### src/rtl/uart_rx_fifo.sv
// Oversampling UART receiver with majority-vote bit recovery, parity/stop/break
// checking, and a show-ahead FIFO of received words tagged with their error flags.
module uart_rx_fifo #(
  parameter int DATAWIDTH    = 8,
  parameter int OVERSAMPLING = 16,
  parameter int DIVWIDTH     = 12,
  parameter int FIFO_DEPTH   = 4
) (
  input  logic                        clk,
  input  logic                        rst,
  input  logic [DIVWIDTH-1:0]         div,
  input  logic                        par_en,
  input  logic                        par_type,
  input  logic                        two_stop,
  input  logic                        rx_in,
  output logic [DATAWIDTH-1:0]        rx_data,
  output logic                        rx_perr,
  output logic                        rx_ferr,
  output logic                        rx_brk,
  output logic                        rx_valid,
  input  logic                        rx_ready,
  output logic [$clog2(FIFO_DEPTH):0] rx_count,
  output logic                        rx_done,
  output logic                        overrun,
  input  logic                        ovr_clr
);

  localparam int SCW = $clog2(OVERSAMPLING);
  localparam int BIW = $clog2(DATAWIDTH);
  localparam int AW  = $clog2(FIFO_DEPTH);
  localparam int CW  = AW + 1;
  localparam int EW  = DATAWIDTH + 3;

  localparam logic [SCW-1:0] SC_S0   = SCW'(OVERSAMPLING / 2 - 1);
  localparam logic [SCW-1:0] SC_S1   = SCW'(OVERSAMPLING / 2);
  localparam logic [SCW-1:0] SC_MID  = SCW'(OVERSAMPLING / 2 + 1);
  localparam logic [SCW-1:0] SC_LAST = SCW'(OVERSAMPLING - 1);
  localparam logic [BIW-1:0] BI_LAST = BIW'(DATAWIDTH - 1);

  typedef enum logic [2:0] {
    S_IDLE,
    S_START,
    S_DATA,
    S_PARITY,
    S_STOP,
    S_STOP2,
    S_BRKWAIT
  } state_t;

  state_t r_state;
  state_t w_next;

  logic                 r_sync1;
  logic                 r_rxs;
  logic [DIVWIDTH-1:0]  r_divCnt;
  logic [DIVWIDTH-1:0]  w_divMax;
  logic                 w_tick;
  logic [SCW-1:0]       r_sc;
  logic                 w_midTick;
  logic                 w_endTick;
  logic                 r_s0;
  logic                 r_s1;
  logic                 w_vote;
  logic [DATAWIDTH-1:0] r_shift;
  logic [BIW-1:0]       r_bitIdx;
  logic                 r_parBit;
  logic                 r_stop1;
  logic                 r_parEn;
  logic                 r_parType;
  logic                 r_twoStop;
  logic                 w_startDet;
  logic                 w_done;
  logic                 w_stopVote;
  logic                 w_brk;
  logic                 w_ferr;
  logic                 w_perr;
  logic [EW-1:0]        w_entry;

  logic [EW-1:0]        r_mem [FIFO_DEPTH];
  logic [AW-1:0]        r_wptr;
  logic [AW-1:0]        r_rptr;
  logic [CW-1:0]        r_count;
  logic                 r_overrun;
  logic                 w_full;
  logic                 w_pop;
  logic                 w_push;

  always_ff @(posedge clk or posedge rst) begin
    if (rst) begin
      r_sync1 <= 1'b1;
      r_rxs   <= 1'b1;
    end else begin
      r_sync1 <= rx_in;
      r_rxs   <= r_sync1;
    end
  end

  // A divisor of 0 behaves as 1; >= keeps the counter bounded if div shrinks at runtime.
  assign w_divMax = (div == '0) ? '0 : div - DIVWIDTH'(1);
  assign w_tick   = (r_divCnt >= w_divMax);

  always_ff @(posedge clk or posedge rst) begin
    if (rst) begin
      r_divCnt <= '0;
    end else if (w_startDet || w_tick) begin
      r_divCnt <= '0;
    end else begin
      r_divCnt <= r_divCnt + DIVWIDTH'(1);
    end
  end

  always_ff @(posedge clk or posedge rst) begin
    if (rst) begin
      r_sc <= '0;
    end else if (w_startDet) begin
      r_sc <= '0;
    end else if (w_tick && r_state != S_IDLE && r_state != S_BRKWAIT) begin
      r_sc <= (r_sc == SC_LAST) ? '0 : r_sc + SCW'(1);
    end
  end

  assign w_midTick = w_tick && (r_sc == SC_MID);
  assign w_endTick = w_tick && (r_sc == SC_LAST);
  assign w_vote    = (r_s0 & r_s1) | (r_s0 & r_rxs) | (r_s1 & r_rxs);

  always_ff @(posedge clk or posedge rst) begin
    if (rst) begin
      r_s0      <= 1'b1;
      r_s1      <= 1'b1;
      r_shift   <= '0;
      r_bitIdx  <= '0;
      r_parBit  <= 1'b0;
      r_stop1   <= 1'b1;
      r_parEn   <= 1'b0;
      r_parType <= 1'b0;
      r_twoStop <= 1'b0;
    end else begin
      if (w_tick && r_sc == SC_S0) r_s0 <= r_rxs;
      if (w_tick && r_sc == SC_S1) r_s1 <= r_rxs;
      if (w_startDet) begin
        r_parEn   <= par_en;
        r_parType <= par_type;
        r_twoStop <= two_stop;
        r_bitIdx  <= '0;
      end
      if (r_state == S_DATA && w_midTick) r_shift <= {w_vote, r_shift[DATAWIDTH-1:1]};
      if (r_state == S_DATA && w_endTick) r_bitIdx <= r_bitIdx + BIW'(1);
      if (r_state == S_PARITY && w_midTick) r_parBit <= w_vote;
      if (r_state == S_STOP && w_midTick) r_stop1 <= w_vote;
    end
  end

  // Break is judged on the first stop bit even when a second one follows.
  assign w_stopVote = (r_state == S_STOP) ? w_vote : r_stop1;
  assign w_brk      = (r_shift == '0) && (!r_parEn || !r_parBit) && !w_stopVote;
  assign w_ferr     = !w_stopVote || ((r_state == S_STOP2) && !w_vote);
  assign w_perr     = r_parEn && ((^r_shift ^ r_parBit) != r_parType);
  assign w_entry    = {w_brk, w_ferr, w_perr, r_shift};

  always_ff @(posedge clk or posedge rst) begin
    if (rst) begin
      r_state <= S_IDLE;
    end else begin
      r_state <= w_next;
    end
  end

  always_comb begin
    w_next     = r_state;
    w_startDet = 1'b0;
    w_done     = 1'b0;
    case (r_state)
      S_IDLE: begin
        if (!r_rxs) begin
          w_next     = S_START;
          w_startDet = 1'b1;
        end
      end
      S_START: begin
        if (w_midTick && w_vote) w_next = S_IDLE;
        else if (w_endTick) w_next = S_DATA;
      end
      S_DATA: begin
        if (w_endTick && r_bitIdx == BI_LAST) w_next = r_parEn ? S_PARITY : S_STOP;
      end
      S_PARITY: begin
        if (w_endTick) w_next = S_STOP;
      end
      S_STOP: begin
        if (w_midTick && !r_twoStop) begin
          w_done = 1'b1;
          w_next = w_brk ? S_BRKWAIT : S_IDLE;
        end else if (w_endTick && r_twoStop) begin
          w_next = S_STOP2;
        end
      end
      S_STOP2: begin
        if (w_midTick) begin
          w_done = 1'b1;
          w_next = w_brk ? S_BRKWAIT : S_IDLE;
        end
      end
      S_BRKWAIT: begin
        if (r_rxs) w_next = S_IDLE;
      end
      default: w_next = S_IDLE;
    endcase
  end

  // A simultaneous pop frees the head slot, so a push into a full FIFO still succeeds.
  assign w_full = (r_count == CW'(FIFO_DEPTH));
  assign w_pop  = rx_valid && rx_ready;
  assign w_push = w_done && (!w_full || w_pop);

  always_ff @(posedge clk or posedge rst) begin
    if (rst) begin
      for (int i = 0; i < FIFO_DEPTH; i++) r_mem[i] <= '0;
      r_wptr    <= '0;
      r_rptr    <= '0;
      r_count   <= '0;
      r_overrun <= 1'b0;
    end else begin
      if (w_push) begin
        r_mem[r_wptr] <= w_entry;
        r_wptr        <= r_wptr + AW'(1);
      end
      if (w_pop) r_rptr <= r_rptr + AW'(1);
      case ({w_push, w_pop})
        2'b10:   r_count <= r_count + CW'(1);
        2'b01:   r_count <= r_count - CW'(1);
        default: r_count <= r_count;
      endcase
      if (w_done && w_full && !w_pop) r_overrun <= 1'b1;
      else if (ovr_clr) r_overrun <= 1'b0;
    end
  end

  assign {rx_brk, rx_ferr, rx_perr, rx_data} = r_mem[r_rptr];
  assign rx_valid = (r_count != '0);
  assign rx_count = r_count;
  assign rx_done  = w_done;
  assign overrun  = r_overrun;

endmodule

### config.mk
export PLATFORM = sky130hd
export DESIGN_NAME = uart_rx_fifo
export DESIGN_NICKNAME = d
export VERILOG_FILES = /design/src/rtl/uart_rx_fifo.sv
export SDC_FILE = /design/constraint.sdc
export NUM_CORES = 1
export LEC_CHECK = 0
export ABC_AREA = 1
export BUFFER_PORTS_ARGS = -buffer_cell sky130_fd_sc_hd__buf_4
export CAP_MARGIN = 40
export CORE_MARGIN = 4
export CORE_UTILIZATION = 55
export CTS_CLUSTER_DIAMETER = 40
export CTS_CLUSTER_SIZE = 12
export DETAILED_ROUTE_END_ITERATION = 6
export GPL_TIMING_DRIVEN = 0
export PLACE_DENSITY = 0.74
export RECOVER_POWER = 100
export SETUP_SLACK_MARGIN = 0.02
export SYNTH_ARGS = -nofsm -noshare
export SYNTH_HDL_FRONTEND = slang
export SYNTH_SLANG_ARGS = --single-unit
### constraint.sdc
create_clock -name clk -period 8 [get_ports clk]
set_clock_uncertainty 0.05 [all_clocks]
set_input_delay 0.8 -clock clk [delete_from_list [all_inputs] [get_ports clk]]
set_output_delay 0.8 -clock clk [all_outputs]
set_load 0.005 [all_outputs]
==> impl_metrics.yaml, run 1 <==
place:
  dp_hpwl_um: 8690
  gp_congestion: 0.923
  port_buffers: 36
  pre_cts_slack_ns: 3.23
  dp.cells: 809
sta:
  hold_viol: 0
  worst_pin_slew_ns: 3.56
  maxSlewHeadroom_pct: -137
  max_freq_ghz: 0.189
  period_share_pct: 66.0
  rsz0062_at_grt: "false"
  worst_slack_ns: 2.72
  setup_viol: 0
  slew_viol_final: 69
  tns_ns: 0
  min_period_ns: 5.28
critical_path:
  required_ns: 8.23
  path_buf_inv: 5
  cp_max_fo: 10
  critPathMaxStageDelay_ns: 0.61
  regToRegEndpoint: "rx_count[1]$_DFFE_PP0P_"
  endpoint_kind: "flip-flop"
  r2r_setup_slack_ns: 3.87
  startpoint: "div[5]"
  path_delay_family: "simple AND/OR/NAND/NOR gates"
  worstPathCellList: "clkbuf_1 -> nor2_1 -> nand2_1 -> nor2_1 -> nand4_1 -> inv_1 -> a21oi_1 -> o21ai_0 -> ha_1 -> nand2_1 -> nor2_1 -> nand2_1 -> nor2_1 -> nand2_2 -> nand2_1 -> nand2_1 -> nor3_1 -> nand2_4 -> clkbuf_1 -> clkbuf_1 -> ha_1 -> inv_1 -> fa_1 -> o21ai_0"
  reg2regPathDepth: 16
  crit_slowest_cell: "nor3_1"
  arrival_ns: 5.51
  path_common_cell: "nand2_1"
  path_class: "in -> reg"
  timing.rr.start: "r_divCnt[10]$_DFF_PP0_"
  setup.worst_path.start_class: "input port"
logic_synthesis:
  ys_ff_latch: 91
  yosysTopAreaCellShare_pct: 41.7
  yosys_warnings: 0
  ys_seq_area_share_pct: 44.2
  synth_area_leader_cell: "dfrtp_1"
  syn_nets: 711
  synth.avg_cell_area_sq_um: 7.81
  synth.area.top_cells: "dfrtp_1 (42%), nand2_1 (13%), o21ai_0 (7.7%)"
  syn_inst: 661
  synth.distinct_cells: 34
  synth_area_sq_um: 5160
global_routing:
  grt_max_degree: 69
  grt_pass1_wl_um: 20200
  grt_pass1_vias: 4408
  antenna_found_initial: 0
  grt_use_total_pct: 22.1
  grt-ovfl-total: 0
floorplanning:
  die_w_um: 105
  start_util_pct: 56.1
  fp.dieH_um: 105
  core-area_sq_um: 9200
  die_area_sq_um: 11000
  rows: 35
  boundaryPins: 37
outcome:
  outcome: "finished, violations left"
  violations: "max-capacitance violations, max-slew violations"
clocking:
  cts.clk_slew.worst_paths_ns: 0.10
  h-tree-depth: 3
  numCtsBuffers: 9
  insertion_delay_ns: 0.36
  holdBufCountCts: 0
  ctsResizeCount: 0
  clockRootBuffer: "clkbuf_8"
  clock_sinks: 91
  tritoncts: "done"
  cts_setup_buffers: 0
  clock_path_buffers: 2
cells_and_area:
  finalNetCount: 759
  stdcell_count: 825
  fill_cells: 855
  drive_above_1_share_pct: 9.66
  antenna_cells: 0
  area_growth_pct: 10.5
flow_run:
  drv_cap: 1
hold_path:
  min_path_type: "reg -> reg"
  holdPathStages: 0
  min-delay-start: "r_sync1$_DFF_PP1_"
  min_to: "r_rxs$_DFF_PP1_"
drt:
  first_iter_violations: 238
  drc: 0
  postRouteAntennaNets: 0
  vias_per_cell: 5.44
  vias: 4492
  wire_per_inst_um: 14.1
  drt_first_pass_iters: 4
  routed_wl_um: 11600
power:
  power_density_nw_per_um2: 216
  p_leak_nw: 2.98
  vdd_ir_drop_max_uv: 134
  total_power_mw: 1.23
## stage by stage
stage | utilization (%) | hold WS (ns) | instance area, sq um
floorplan | - | 0.295 | 5160
global placement | 60.6 | 0.297 | 5570
detailed placement | 60.9 | 0.298 | 5600
CTS | 63.1 | 0.311 | 5810
global route | 62.1 | 0.320 | 5710
finish | 62.1 | 0.309 | 5710
## logic make-up after synthesis
group	count (synthesis)	synth area share, %
compound gates	128	13.1
xor+xnor	16	2.71
fa+ha+maj	30	7.41
buf+inv	92	7.51
flops	91	44.2
simple gates	304	25.0
## registers in the layout (all words and copies together), names as in the netlist, 2 cells and up
name      cells
r_sc          4
r_state       3
r_divCnt     12
r_shift       8
r_wptr        2
r_bitIdx      3
r_rptr        2
r_mem        44
rx_count      3
## cell usage after synthesis
library cell  count
o21ai_0          79
and3_1            1
xnor2_1           6
nor3_1            6
clkinv_1          1
a21oi_1          17
o21ai_1          13
nor2_2            2
buf_2             1
fa_1              1
nor3b_1           5
clkbuf_1         13
dfrtp_1          86
ha_1             29
o22ai_1          11
nor2_1           63
nor4_1            1
o21ai_2           3
nor3_2            1
nand2_4           3
o211ai_1          2
nand2_1         177
inv_1            69
buf_6             3
nand4_1           7
or2_2             6
nor3_4            1
nand3_1          30
dfstp_2           5
o21a_1            1
o21bai_1          2
buf_4             5
nand2_2           1
xor2_1           10
## where the power goes
group / total (mW) / switching [mW] / internal (mW) / leakage [nW]
clock: 0.317 / 0.168 / 0.148 / 0.0986
sequential: 0.535 / 0.0380 / 0.497 / 1.20
combinational: 0.378 / 0.215 / 0.163 / 1.68
## cell type report
cell class / instances / area [sq um] / share of cell area (%)
Timing Repair Buffer: 37 / 270 / 4.74
Multi-Input combinational cell: 478 / 2450 / 42.9
Sequential cell: 91 / 2280 / 40.0
Tap cell: 111 / 139 / 2.43
Clock inverter: 6 / 75.1 / 1.32
Inverter: 70 / 264 / 4.63
Clock buffer: 10 / 128 / 2.24
Buffer: 22 / 97.6 / 1.71
## cells in the final DEF (no fill, tap or decap), types with 2 or more instances in the layout
master	count
o211ai_1	2
nor3b_1	5
clkbuf_1	21
nand3_1	30
nor3_1	7
dfrtp_1	86
inv_1	68
ha_1	29
o22ai_1	11
nor2_1	65
clkbuf_4	18
a21oi_1	17
buf_4	21
o21ai_0	94
xor2_1	10
nand2_1	179
dfstp_2	5
xnor2_1	6
clkbuf_8	9
o21bai_1	2
clkinv_4	3
nand4_1	7
or2_2	6
## worst max path at each step
stage,end,slack [ns],cells after the start
finish,rx_count[1]$_DFFE_PP0P_,2.72,24
global route,rx_count[1]$_DFFE_PP0P_,2.25,24
CTS,rx_count[2]$_DFFE_PP0P_,3.60,26
detailed placement,rx_count[2]$_DFFE_PP0P_,3.23,26
global placement,rx_count[2]$_DFFE_PP0P_,3.33,26
floorplan,rx_count[2]$_DFFE_PP0P_,3.96,25
## routing by layer
metal	GRT usage (%)	vias up	part of all wire, %
met5	0	-	0
met4	4.69	0	1.2
met3	3.40	13	5.7
met2	36.0	119	46
met1	31.5	2128	47
li1	-	2232	-
No activity file was read; power rests on OpenSTA's default activity.
==> run 2: changes to the inputs <==
Clock period 8 ns to 4.9 ns, I/O delays scaled along.
==> run 2 against run 1 <==
The flow still finishes with violations (max-capacitance violations, max-slew violations); sequential power up 63%; wire length about the same; via count up 0.20%; count of clock-buffer cells in the layout unchanged; power up 63%; global-route usage unchanged; core utilization up 0.42 points; cell area up 0.68%; first-iteration DRC count up 2.9%; non-clock buffer count unchanged; critical endpoint is now rx_count[2]$_DFFE_PP0P_.
==> impl_metrics.yaml, run 2 (synthesis results as in run 1) <==
sta:
  hold_viol: 0
  slew_viol_final: 69
  maxSlewHeadroom_pct: -97.4
  worst_pin_slew_ns: 2.96
  rsz0062_at_grt: "false"
  worst_slack_ns: 0.697
  tns_ns: 0
  min_period_ns: 4.20
  max_freq_ghz: 0.238
  setup_viol: 0
  period_share_pct: 85.8
drt:
  m1WireLength_um: 5260
  first_iter_violations: 245
  drc: 0
  top_layer: "met4"
  wire_per_inst_um: 14.1
  vias: 4501
  wl_met3_um: 765
  dr_wl_met2_um: 5480
  drt_first_pass_iters: 5
  routed_wl_um: 11600
  postRouteAntennaNets: 0
  vias_per_cell: 5.46
global_routing:
  grt_pass1_vias: 4408
  grt_max_degree: 69
  grt_use_total_pct: 22.1
  grt-ovfl-total: 0
  antenna_found_initial: 0
  grt_pass1_wl_um: 20200
clocking:
  holdBufCountCts: 0
  insertion_delay_ns: 0.35
  clockRootBuffer: "clkbuf_8"
  ctsResizeCount: 0
  clock_sinks: 91
  cts_setup_buffers: 0
  numCtsBuffers: 9
  clock_path_buffers: 2
  tritoncts: "done"
  h-tree-depth: 3
  cts.clk_slew.worst_paths_ns: 0.09
critical_path:
  required_ns: 5.08
  arrival_ns: 4.38
  path_class: "in -> reg"
  cp_max_fo: 10
  endpoint_kind: "flip-flop"
  setup.worst_path.start_class: "input port"
power:
  p_leak_nw: 3.02
  vdd_ir_drop_max_uv: 219
  power_frac_seq_pct: 43.6
  p_comb_share_pct: 30.8
  p_sw_share_pct: 34.1
  p_switching_mw: 0.684
  total_power_mw: 2.00
  clkPwrFrac_pct: 25.6
  p_int_mw: 1.32
  power_density_nw_per_um2: 349
cells_and_area:
  largest_reg_flops: 44
  finalNetCount: 759
  drive_above_1_share_pct: 10.1
  top_regs: "r_mem x44, r_divCnt x12, r_shift x8"
  area_growth_pct: 11.3
  layout_common_cells: "nand2_1 (178), o21ai_0 (86), dfrtp_1 (86), inv_1 (68), nor2_1 (65)"
  antenna_cells: 0
  largest_register: "r_mem"
  final_common_cell: "nand2_1"
floorplanning:
  start_util_pct: 56.1
  boundaryPins: 37
  rows: 35
  core-area_sq_um: 9200
  die_area_sq_um: 11000
  fp.dieH_um: 105
  die_w_um: 105
place:
  port_buffers: 36
  gp_congestion: 0.923
  pre_cts_slack_ns: 0.440
  dp_hpwl_um: 8690
hold_path:
  min_path_type: "in -> reg"
outcome:
  outcome: "finished, violations left"
  violations: "max-capacitance violations, max-slew violations"
flow_run:
  drv_cap: 1
-- run 2: per-layer routing --
layer | vias up | track usage [%]
met2 | 125 | 36.0
met4 | 0 | 4.69
li1 | 2239 | -
met3 | 13 | 3.40
met5 | - | 0
met1 | 2124 | 31.5
-- run 2: final cells by class --
type / count / area (sq um)
sequential: 91 / 2280
fill: 849 / 3450
clock inverter: 6 / 75.1
buffer: 22 / 105
inverter: 70 / 264
multi-input combinational: 478 / 2470
tap: 111 / 139
clock buffer: 10 / 128
timing repair buffer: 37 / 279
-- run 2: worst paths after layout --
path,start,end,slack (ns),depth (start not counted)
worst max-delay path,div[5],rx_count[2]$_DFFE_PP0P_,0.70,26
worst min-delay path,rx_in,r_sync1$_DFF_PP1_,0.20,1
worst max register to register,r_divCnt[10]$_DFF_PP0_,rx_count[1]$_DFFE_PP0P_,1.56,16
worst min register to register,r_sync1$_DFF_PP1_,r_rxs$_DFF_PP1_,0.31,0
max in group asynchronous,rst,r_state[0]$_DFFE_PP0P_,1.10,3
min in group asynchronous,rst,r_mem[13]$_DFFE_PP0P_,0.29,2
-- run 2: worst max-delay path, cell delays in order --
cell and delay, ns:
clkbuf_1 0.12, nor2_1 0.17, nand2_1 0.13, nor2_1 0.19
nand4_1 0.28, inv_1 0.26, a21oi_1 0.06, o21ai_0 0.09
ha_1 0.27, nand2_1 0.07, nor2_1 0.05, nand2_1 0.08
nor2_1 0.04, nor2_1 0.14, nand2_1 0.27, nand2_4 0.17
nor3_4 0.07, nand2_4 0.10, buf_6 0.16, buf_6 0.16
ha_1 0.16, inv_1 0.07, fa_1 0.38, a21oi_1 0.14
o21ai_0 0.11, xor2_1 0.15
-- run 2: stage by stage --
step | hold WS [ns] | utilization (%) | cell area (sq um) | std cells
floorplan | 0.295 | - | 5160 | 661
global placement | 0.297 | 60.6 | 5570 | 808
detailed placement | 0.298 | 60.9 | 5600 | 809
CTS | 0.0536 | 63.1 | 5810 | 825
global route | 0.179 | 62.5 | 5750 | 825
finish | 0.196 | 62.5 | 5750 | 825
-- run 2: power groups by stage --
stage / clock network (mW) / registers [mW] / logic [mW]
floorplan: 0 / 0.874 / 0.386
global placement: 0 / 0.886 / 0.610
detailed placement: 0 / 0.887 / 0.630
CTS: 0.525 / 0.873 / 0.635
global route: 0.563 / 0.885 / 0.705
finish: 0.514 / 0.874 / 0.617
==> run 3: changes to the inputs <==
Clock period 4.9 ns to 4.1 ns, I/O delays scaled along.
==> run 3 against run 2 <==
Critical path type unchanged; largest cell class unchanged; hold slack worse by 0.080 ns; non-clock buffer count up 2; first-iteration DRC count down 9.4%; combinational power up 20%; the run still ends with max-capacitance violations, max-slew violations left; setup slack worse by 0.41 ns; highest routed layer unchanged; cell count up 0.24%; core utilization up 0.11 points.
==> impl_metrics.yaml, run 3 (synthesis results as in run 1) <==
cells_and_area:
  final_cell_area_sq_um: 5760
  stdcell_count: 827
  regArea_sq_um: 2280
  largest_register: "r_mem"
  drive_above_1_share_pct: 10.3
  antenna_cells: 0
  top_regs: "r_mem x44, r_divCnt x12, r_shift x8"
  fill_cells: 848
  multi_input_area_sq_um: 2480
  final_common_cell: "nand2_1"
  postLayoutCoreUtil_pct: 62.6
  layout_common_cells: "nand2_1 (178), o21ai_0 (86), dfrtp_1 (86), inv_1 (67), nor2_1 (64)"
  largest_reg_flops: 44
  area_growth_pct: 11.5
  finalNetCount: 761
clocking:
  clock_path_buffers: 2
  cts.clk_slew.worst_paths_ns: 0.09
  insertion_delay_ns: 0.35
  h-tree-depth: 3
  clock_sinks: 91
  tritoncts: "done"
  clockRootBuffer: "clkbuf_8"
  numCtsBuffers: 9
floorplanning:
  fp.dieH_um: 105
  rows: 35
  core-area_sq_um: 9200
  start_util_pct: 56.1
  die_area_sq_um: 11000
  die_w_um: 105
  boundaryPins: 37
sta:
  period_share_pct: 93.1
  slew_viol_final: 69
  max_freq_ghz: 0.262
  min_period_ns: 3.82
  hold_viol: 0
  worst_pin_slew_ns: 1.66
  rsz0062_at_grt: "false"
  maxSlewHeadroom_pct: -10.5
  setup_viol: 0
  holdWs_ns: 0.116
drt:
  routed_wl_um: 11700
  drt_first_pass_iters: 4
  wire_per_inst_um: 14.1
  vias: 4520
  drc: 0
  postRouteAntennaNets: 0
  first_iter_violations: 222
  vias_per_cell: 5.47
global_routing:
  antenna_found_initial: 0
  grt-ovfl-total: 0
  grt_max_degree: 69
  grt_use_total_pct: 22.1
  grt_pass1_wl_um: 20200
  grt_pass1_vias: 4420
critical_path:
  arrival_ns: 4.00
  cp_max_fo: 10
  r2r_setup_slack_ns: 0.93
  setup.worst_path.start_class: "input port"
  path_class: "in -> reg"
  required_ns: 4.28
  endpoint_kind: "flip-flop"
place:
  gp_congestion: 0.923
  port_buffers: 36
  detailed_place.area_sq_um: 5600
  dp.cells: 809
  dp_hpwl_um: 8690
power:
  total_power_mw: 2.40
  power_density_nw_per_um2: 417
  p_leak_nw: 3.01
  vdd_ir_drop_max_uv: 262
outcome:
  violations: "max-capacitance violations, max-slew violations"
  outcome: "finished, violations left"
hold_path:
  min_path_type: "in -> reg"
flow_run:
  drv_cap: 1
-- run 3: path summary, 6_finish.rpt --
check,from,end,cells after the start
min,rx_in,r_sync1$_DFF_PP1_,1
max in group asynchronous,rst,r_state[1]$_DFFE_PP0P_,4
min in group asynchronous,rst,r_mem[13]$_DFFE_PP0P_,3
max,div[2],rx_count[2]$_DFFE_PP0P_,25
min reg2reg,r_sync1$_DFF_PP1_,r_rxs$_DFF_PP1_,0
max reg2reg,r_divCnt[10]$_DFF_PP0_,rx_count[1]$_DFFE_PP0P_,16
-- run 3: critical path: stages --
cell	delay [ns]
clkbuf_1	0.11
nor2_1	0.17
nand3_1	0.14
or2_2	0.33
nor3_1	0.15
nor2_1	0.05
o21ai_0	0.20
ha_1	0.29
nand2_1	0.06
nand2_1	0.05
nand2_1	0.05
nand3_1	0.09
nor2_2	0.16
nand2_4	0.13
nand2_4	0.10
nor3_4	0.06
nand2_4	0.10
buf_6	0.16
buf_6	0.16
ha_1	0.16
inv_1	0.07
fa_1	0.38
a21oi_1	0.14
o21ai_0	0.10
xor2_1	0.15
-- run 3: per-stage QoR --
step           TNS [ns]  setup WS, ns
3_3_place_gp     -0.180        -0.180
5_1_grt               0        0.0378
2_1_floorplan         0         0.452
6_report              0         0.285
3_5_place_dp     -0.429        -0.280
4_1_cts               0        0.0853
-- run 3: layout make-up --
type                       count  share of cell area [%]
clock inverter                 6                    1.30
inverter                      70                    4.59
timing repair buffer          39                    4.89
sequential                    91                    39.7
clock buffer                  10                    2.22
tap                          111                    2.41
buffer                        22                    1.83
multi-input combinational    478                    43.1
-- run 3: what timing repair did --
| item | in CTS | in global routing |
|---|---|---|
| setup endpoints to repair | 0 | 2 |
| buffers inserted | 0 | 1 |
| gates resized for setup | 0 | 2 |
| hold buffers | 1 | 0 |
| endpoints found under the hold margin | 23 | 0 |
-- run 3: layer usage --
| layer | wire length (um) | up-vias | global-route usage (%) |
|---|---|---|---|
| met5 | 0 | - | 0 |
| met4 | 90 | 0 | 4.69 |
| met3 | 642 | 10 | 3.40 |
| met2 | 5530 | 115 | 36.2 |
| met1 | 5430 | 2157 | 31.5 |
| li1 | - | 2238 | - |
-- run 3: report_power, final --
part / switching [mW] / internal (mW)
sequential: 0.0738 / 0.970
combinational: 0.421 / 0.318
clock: 0.326 / 0.290
total: 0.821 / 1.58
